$ cat src/rtl/riscv_multicycle.sv
// Multicycle RV32I-subset core with a single shared req/ready memory port.
// Memory states hold address/data stable until mem_ready; HALT exits only through reset.
module riscv_multicycle #(
  parameter logic [31:0] RESET_PC        = 32'h0000_0000,
  parameter bit          HALT_ON_ILLEGAL = 1'b1
) (
  input  logic        clk,
  input  logic        reset,
  output logic        mem_req,
  output logic        mem_we,
  output logic [31:0] mem_addr,
  output logic [31:0] mem_wdata,
  input  logic [31:0] mem_rdata,
  input  logic        mem_ready,
  output logic        halt,
  output logic        retire
);

  typedef enum logic [3:0] {
    FETCH, DECODE, MEMADR, MEMREAD, MEMWB, MEMWRITE,
    EXECR, EXECI, ALUWB, BRANCH, JAL, HALT
  } state_t;

  localparam logic [6:0] OPC_LW  = 7'h03;
  localparam logic [6:0] OPC_SW  = 7'h23;
  localparam logic [6:0] OPC_R   = 7'h33;
  localparam logic [6:0] OPC_I   = 7'h13;
  localparam logic [6:0] OPC_BR  = 7'h63;
  localparam logic [6:0] OPC_JAL = 7'h6F;

  state_t      state;
  logic [31:0] pc, oldpc, ir, a, b, aluout, data;
  logic [31:0] rf [0:31];

  logic [6:0]  opcode;
  logic [4:0]  rd, rs1, rs2;
  logic [2:0]  f3;
  logic [31:0] imm_i, imm_s, imm_b, imm_j;
  logic [31:0] rf_a, rf_b, alu_y, alu_res;
  logic        illegal, take;

  assign opcode = ir[6:0];
  assign rd     = ir[11:7];
  assign f3     = ir[14:12];
  assign rs1    = ir[19:15];
  assign rs2    = ir[24:20];
  assign imm_i  = {{20{ir[31]}}, ir[31:20]};
  assign imm_s  = {{20{ir[31]}}, ir[31:25], ir[11:7]};
  assign imm_b  = {{19{ir[31]}}, ir[31], ir[7], ir[30:25], ir[11:8], 1'b0};
  assign imm_j  = {{11{ir[31]}}, ir[31], ir[19:12], ir[20], ir[30:21], 1'b0};

  assign rf_a    = (rs1 == 5'd0) ? 32'd0 : rf[rs1];
  assign rf_b    = (rs2 == 5'd0) ? 32'd0 : rf[rs2];
  assign illegal = !(opcode inside {OPC_LW, OPC_SW, OPC_R, OPC_I, OPC_BR, OPC_JAL});
  // Only beq/bne are decoded; other branch funct3 values fall through untaken.
  assign take    = ((f3 == 3'd0) && (a == b)) || ((f3 == 3'd1) && (a != b));

  always_comb begin
    alu_y   = (state == EXECR) ? b : imm_i;
    alu_res = 32'd0;
    case (f3)
      3'd0:    alu_res = (state == EXECR && ir[30]) ? a - alu_y : a + alu_y;
      3'd2:    alu_res = {31'd0, $signed(a) < $signed(alu_y)};
      3'd6:    alu_res = a | alu_y;
      3'd7:    alu_res = a & alu_y;
      default: alu_res = 32'd0;
    endcase
  end

  always_ff @(posedge clk) begin
    if (reset) begin
      state <= FETCH;
      pc    <= RESET_PC;
    end else begin
      case (state)
        FETCH: if (mem_ready) begin
          ir    <= mem_rdata;
          oldpc <= pc;
          pc    <= pc + 32'd4;
          state <= DECODE;
        end
        DECODE: begin
          a <= rf_a;
          b <= rf_b;
          case (opcode)
            OPC_LW, OPC_SW: state <= MEMADR;
            OPC_R:          state <= EXECR;
            OPC_I:          state <= EXECI;
            OPC_BR:         state <= BRANCH;
            OPC_JAL:        state <= JAL;
            default:        state <= HALT_ON_ILLEGAL ? HALT : FETCH;
          endcase
        end
        MEMADR: begin
          aluout <= a + ((opcode == OPC_SW) ? imm_s : imm_i);
          state  <= (opcode == OPC_SW) ? MEMWRITE : MEMREAD;
        end
        MEMREAD: if (mem_ready) begin
          data  <= mem_rdata;
          state <= MEMWB;
        end
        MEMWB: begin
          if (rd != 5'd0) rf[rd] <= data;
          state <= FETCH;
        end
        MEMWRITE: if (mem_ready) state <= FETCH;
        EXECR, EXECI: begin
          aluout <= alu_res;
          state  <= ALUWB;
        end
        ALUWB: begin
          if (rd != 5'd0) rf[rd] <= aluout;
          state <= FETCH;
        end
        BRANCH: begin
          if (take) pc <= oldpc + imm_b;
          state <= FETCH;
        end
        JAL: begin
          if (rd != 5'd0) rf[rd] <= oldpc + 32'd4;
          pc    <= oldpc + imm_j;
          state <= FETCH;
        end
        default: state <= HALT;
      endcase
    end
  end

  assign mem_req   = !reset && (state == FETCH || state == MEMREAD || state == MEMWRITE);
  assign mem_we    = !reset && (state == MEMWRITE);
  assign mem_addr  = (state == FETCH) ? pc : aluout;
  assign mem_wdata = b;
  assign halt      = !reset && (state == HALT);
  assign retire    = !reset && (state == MEMWB || state == ALUWB || state == BRANCH ||
                                state == JAL || (state == MEMWRITE && mem_ready) ||
                                (state == DECODE && illegal && !HALT_ON_ILLEGAL));

endmodule

$ cat config.mk
export PLATFORM = sky130hd
export DESIGN_NAME = riscv_multicycle
export DESIGN_NICKNAME = d
export VERILOG_FILES = /design/src/rtl/riscv_multicycle.sv
export SDC_FILE = /design/constraint.sdc
export NUM_CORES = 2
export LEC_CHECK = 0
export BUFFER_PORTS_ARGS = -buffer_cell sky130_fd_sc_hd__buf_2
export CAP_MARGIN = 20
export CORE_ASPECT_RATIO = 0.9
export CORE_UTILIZATION = 35
export DETAILED_ROUTE_END_ITERATION = 8
export HOLD_SLACK_MARGIN = 0.03
export SLEW_MARGIN = 5
export SYNTH_ARGS = -nofsm -noshare
export SYNTH_HDL_FRONTEND = slang
export SYNTH_SLANG_ARGS = --single-unit
$ cat constraint.sdc
create_clock -name clk -period 8.45 [get_ports clk]
set_input_delay 1.69 -clock clk [delete_from_list [all_inputs] [get_ports clk]]
set_output_delay 1.69 -clock clk [all_outputs]
set_load 0.02 [all_outputs]
==> metrics <==
outcome=complete, no violations; row cnt=149; Hold WC Path Type=reg -> reg; Post-Place Setup Slack=between 2000 and 3000 ps; core area=184000 um^2; Skew-Pair Late Insertion Delay=810 ps; synth cell count leaders=edfxtp_1, mux4_2, nand2_1; Worst setup SP type=register; Reg clk slew, reported paths=70 ps; ANT nets after route=0; CTS root buffer=clkbuf_16; CTS Sinks=~1300; CTS Buf Count=139; worst r2r dst=aluout[28]; drt pass-1 iters=6; Clk pwr share=32.8%; net load switching power=0.00599 W; first-pass GRT wire length=300 mm; fraction of layout cells with a size suffix above 1=between 20% and 30%; Fmax achieved=0.175 GHz; synth top area cells=edfxtp_1, mux4_2, ha_1, mux2i_1, nand2_1; worst r2r path cells=16; post-CTS setup buffers=0; final count of hold timing violations=0; hold path depth=0; Worst setup EP type=register; r2r setup slk=~2700 ps; H-tree depth=4; Tot GR Track Use=~22%; max_cap viols=0; max incr delay on CP=770 ps; largest net degree at the start of global routing=113; cell taking the most area after synthesis=edfxtp_1; Worst Hold Endpoint=oldpc[0]; CTS max path bufs=3; number of global-route vias before repair=39704; routed len/inst=31.6 um; Seq/Total Area, Yosys=between 50% and 60%; area delta synth->final=13.3%; critical setup path kind=reg -> reg; Via Count=40871; Reg2Reg Launch Point=state[2]; DR iter-0 viols=between 5000 and 6000; HPWL after detailed placement=roughly 130 mm; RSZ-0062 raised after global routing=no; top-area cell type share of the netlist area=between 50 and 60%; combinational power share=26.1%; Slew Limit Fails=0; count of cell types in the netlist=approximately 90; PD cells=253 nW/um^2; Internal Power=around 0.013 W; CP max-delay cell=nand2b_1; Initial Util=35.4%; Placer Congestion=roughly 0.92; final setup vio count=0; Main synth FF type=edfxtp_1; Post-synth EDFFs=1216; relative slew slack=20.6%; grt ovf=0; final net count=4380; I/O Pins=103; most numerous cell in the Yosys netlist=edfxtp_1; FF+latch count, synth=1252; critical path, cell by cell=nand2_1 -> nor3_4 -> buf_4 -> nand2b_1 -> nand2_1 -> inv_1 -> ha_1 -> or4_4 -> o211ai_1 -> a211oi_1 -> a31oi_4 -> a21boi_1 -> or4_1 -> nand3_1 -> xnor2_1 -> o221ai_2; Max VDD drop=0.232 mV; initial antenna violation count=13; Reg power frac=41.1%; Tmin final=about 5700 ps; Ys Warns=0; Hold Buf Count CTS=0; Final Cycle Share=67.7%; Worst Path Arrival=between 6000 and 7000 ps; CP required=~9000 ps; Final Worst Setup Slack=around 2700 ps; post-CTS sizing=0; delay-heaviest family, CP=simple AND/OR/NAND/NOR gates; die area=188000 um^2; Setup TNS Final=0 ps; CTS tree=done; Avg Cell Area, Syn=16.1 um^2; Switching Share=a little under a third; Crit path buffers/inverters=2; clk_skew=around 62 ps; actual slew at the worst max-slew pin=approximately 1200 ps; port bufs=around 100; Crit Path Max Fanout=35; synthesized area=65200 um^2; Post-Syn Instances=4046; Crit path top cell by count=nand2_1; DR vias/cell=6.09; cell depth of the worst setup path=16; Die W=457 um; P_leak=about 24 nW; hold_sp=pc[0]; Chip Height=412 um; final WL=~210 mm; post-synthesis async set-or-reset flop share=0%; drt drc=0
-- metal layers --
metal | vias to the layer above | routed length [um] | part of all wire [%] | track usage, %
met2 | 2247 | 98100 | 46 | 34.9
met3 | 312 | 20400 | 9.6 | 4.13
met4 | 2 | 6500 | 3.1 | 6.84
li1 | 16774 | - | - | -
met1 | 21536 | 87100 | 41 | 31.7
met5 | - | 13 | 0.0061 | 0
-- area by class of cell --
class,instances,area (um^2)
Sequential cell,1252,37200
Fill cell,16601,110000
Antenna cell,1,2.50
Inverter,111,417
Multi-Input combinational cell,2462,27200
Timing Repair Buffer,216,1470
Tap cell,2416,3020
Clock inverter,81,928
Clock buffer,168,3640
-- power groups by stage --
stage	clock network, W	logic [W]	registers (W)
after floorplan	0	0.00336	0.00763
after global placement	0	0.00482	0.00780
after detailed placement	0	0.00484	0.00781
after CTS	0.00621	0.00486	0.00768
after global routing	0.00644	0.00522	0.00770
final	0.00613	0.00489	0.00769
-- cell families (layout without fill, tap and decap cells) --
logic type	after synthesis	count (layout)	synth area share [%]
AO/OA/AOI/OAI	583	583	5.75
XOR/XNOR	148	148	1.99
adder cells (fa/ha/maj)	163	163	3.17
buffers and inverters	363	576	2.11
flip-flops	1252	1252	57.1
multiplexers	798	798	24.6
other	1	33	0.00575
AND/OR/NAND/NOR	738	738	5.26
-- cells in the final DEF, fill, tap and decap left out, types with 14 or more instances in the layout --
| master | instances |
|---|---|
| a211oi_1 | 30 |
| a21o_1 | 38 |
| a21oi_1 | 159 |
| and2_1 | 14 |
| and3_1 | 32 |
| buf_2 | 102 |
| buf_4 | 106 |
| clkbuf_1 | 25 |
| clkbuf_16 | 140 |
| clkinv_1 | 25 |
| clkinv_2 | 24 |
| conb_1 | 32 |
| dfxtp_1 | 36 |
| edfxtp_1 | 1216 |
| ha_1 | 159 |
| inv_1 | 110 |
| mux2_2 | 53 |
| mux2i_1 | 105 |
| mux4_2 | 640 |
| nand2_1 | 255 |
| nand2b_1 | 23 |
| nand3_1 | 45 |
| nand4_1 | 16 |
| nor2_1 | 181 |
| nor2_4 | 34 |
| nor2b_1 | 28 |
| nor3_1 | 30 |
| nor4_1 | 17 |
| o211ai_1 | 19 |
| o21ai_0 | 125 |
| o21ai_2 | 32 |
| o21bai_1 | 18 |
| o22ai_1 | 18 |
| xnor2_1 | 74 |
| xor2_1 | 74 |
-- state kept, by name, summed over array words and instances, names as in the netlist --
name       flops
rf          1024
pc            32
a             32
ir            32
oldpc         32
mem_wdata     32
state          4
data          32
aluout        32
-- worst max path at each step --
stage / from / end / slack, ps
floorplan: reset / a[0] / 1440
global placement: state[2] / aluout[28] / 2920
detailed placement: state[2] / aluout[28] / 2810
CTS: state[2] / aluout[28] / 2800
global route: state[2] / aluout[27] / 2310
finish: state[2] / aluout[28] / 2730
-- metrics by stage --
stage	area (um^2)	hold WS (ps)	utilization, %	std cells	power [W]
floorplan	65300	406	-	4077	0.0110
finish	73900	468	40.1	6707	0.0187
CTS	73900	459	40.1	6706	0.0188
global route	73900	474	40.1	6707	0.0194
detailed placement	69300	442	37.6	6457	0.0126
global placement	69300	442	37.6	6456	0.0126
Note: power is estimated with default switching activity, not from simulation.
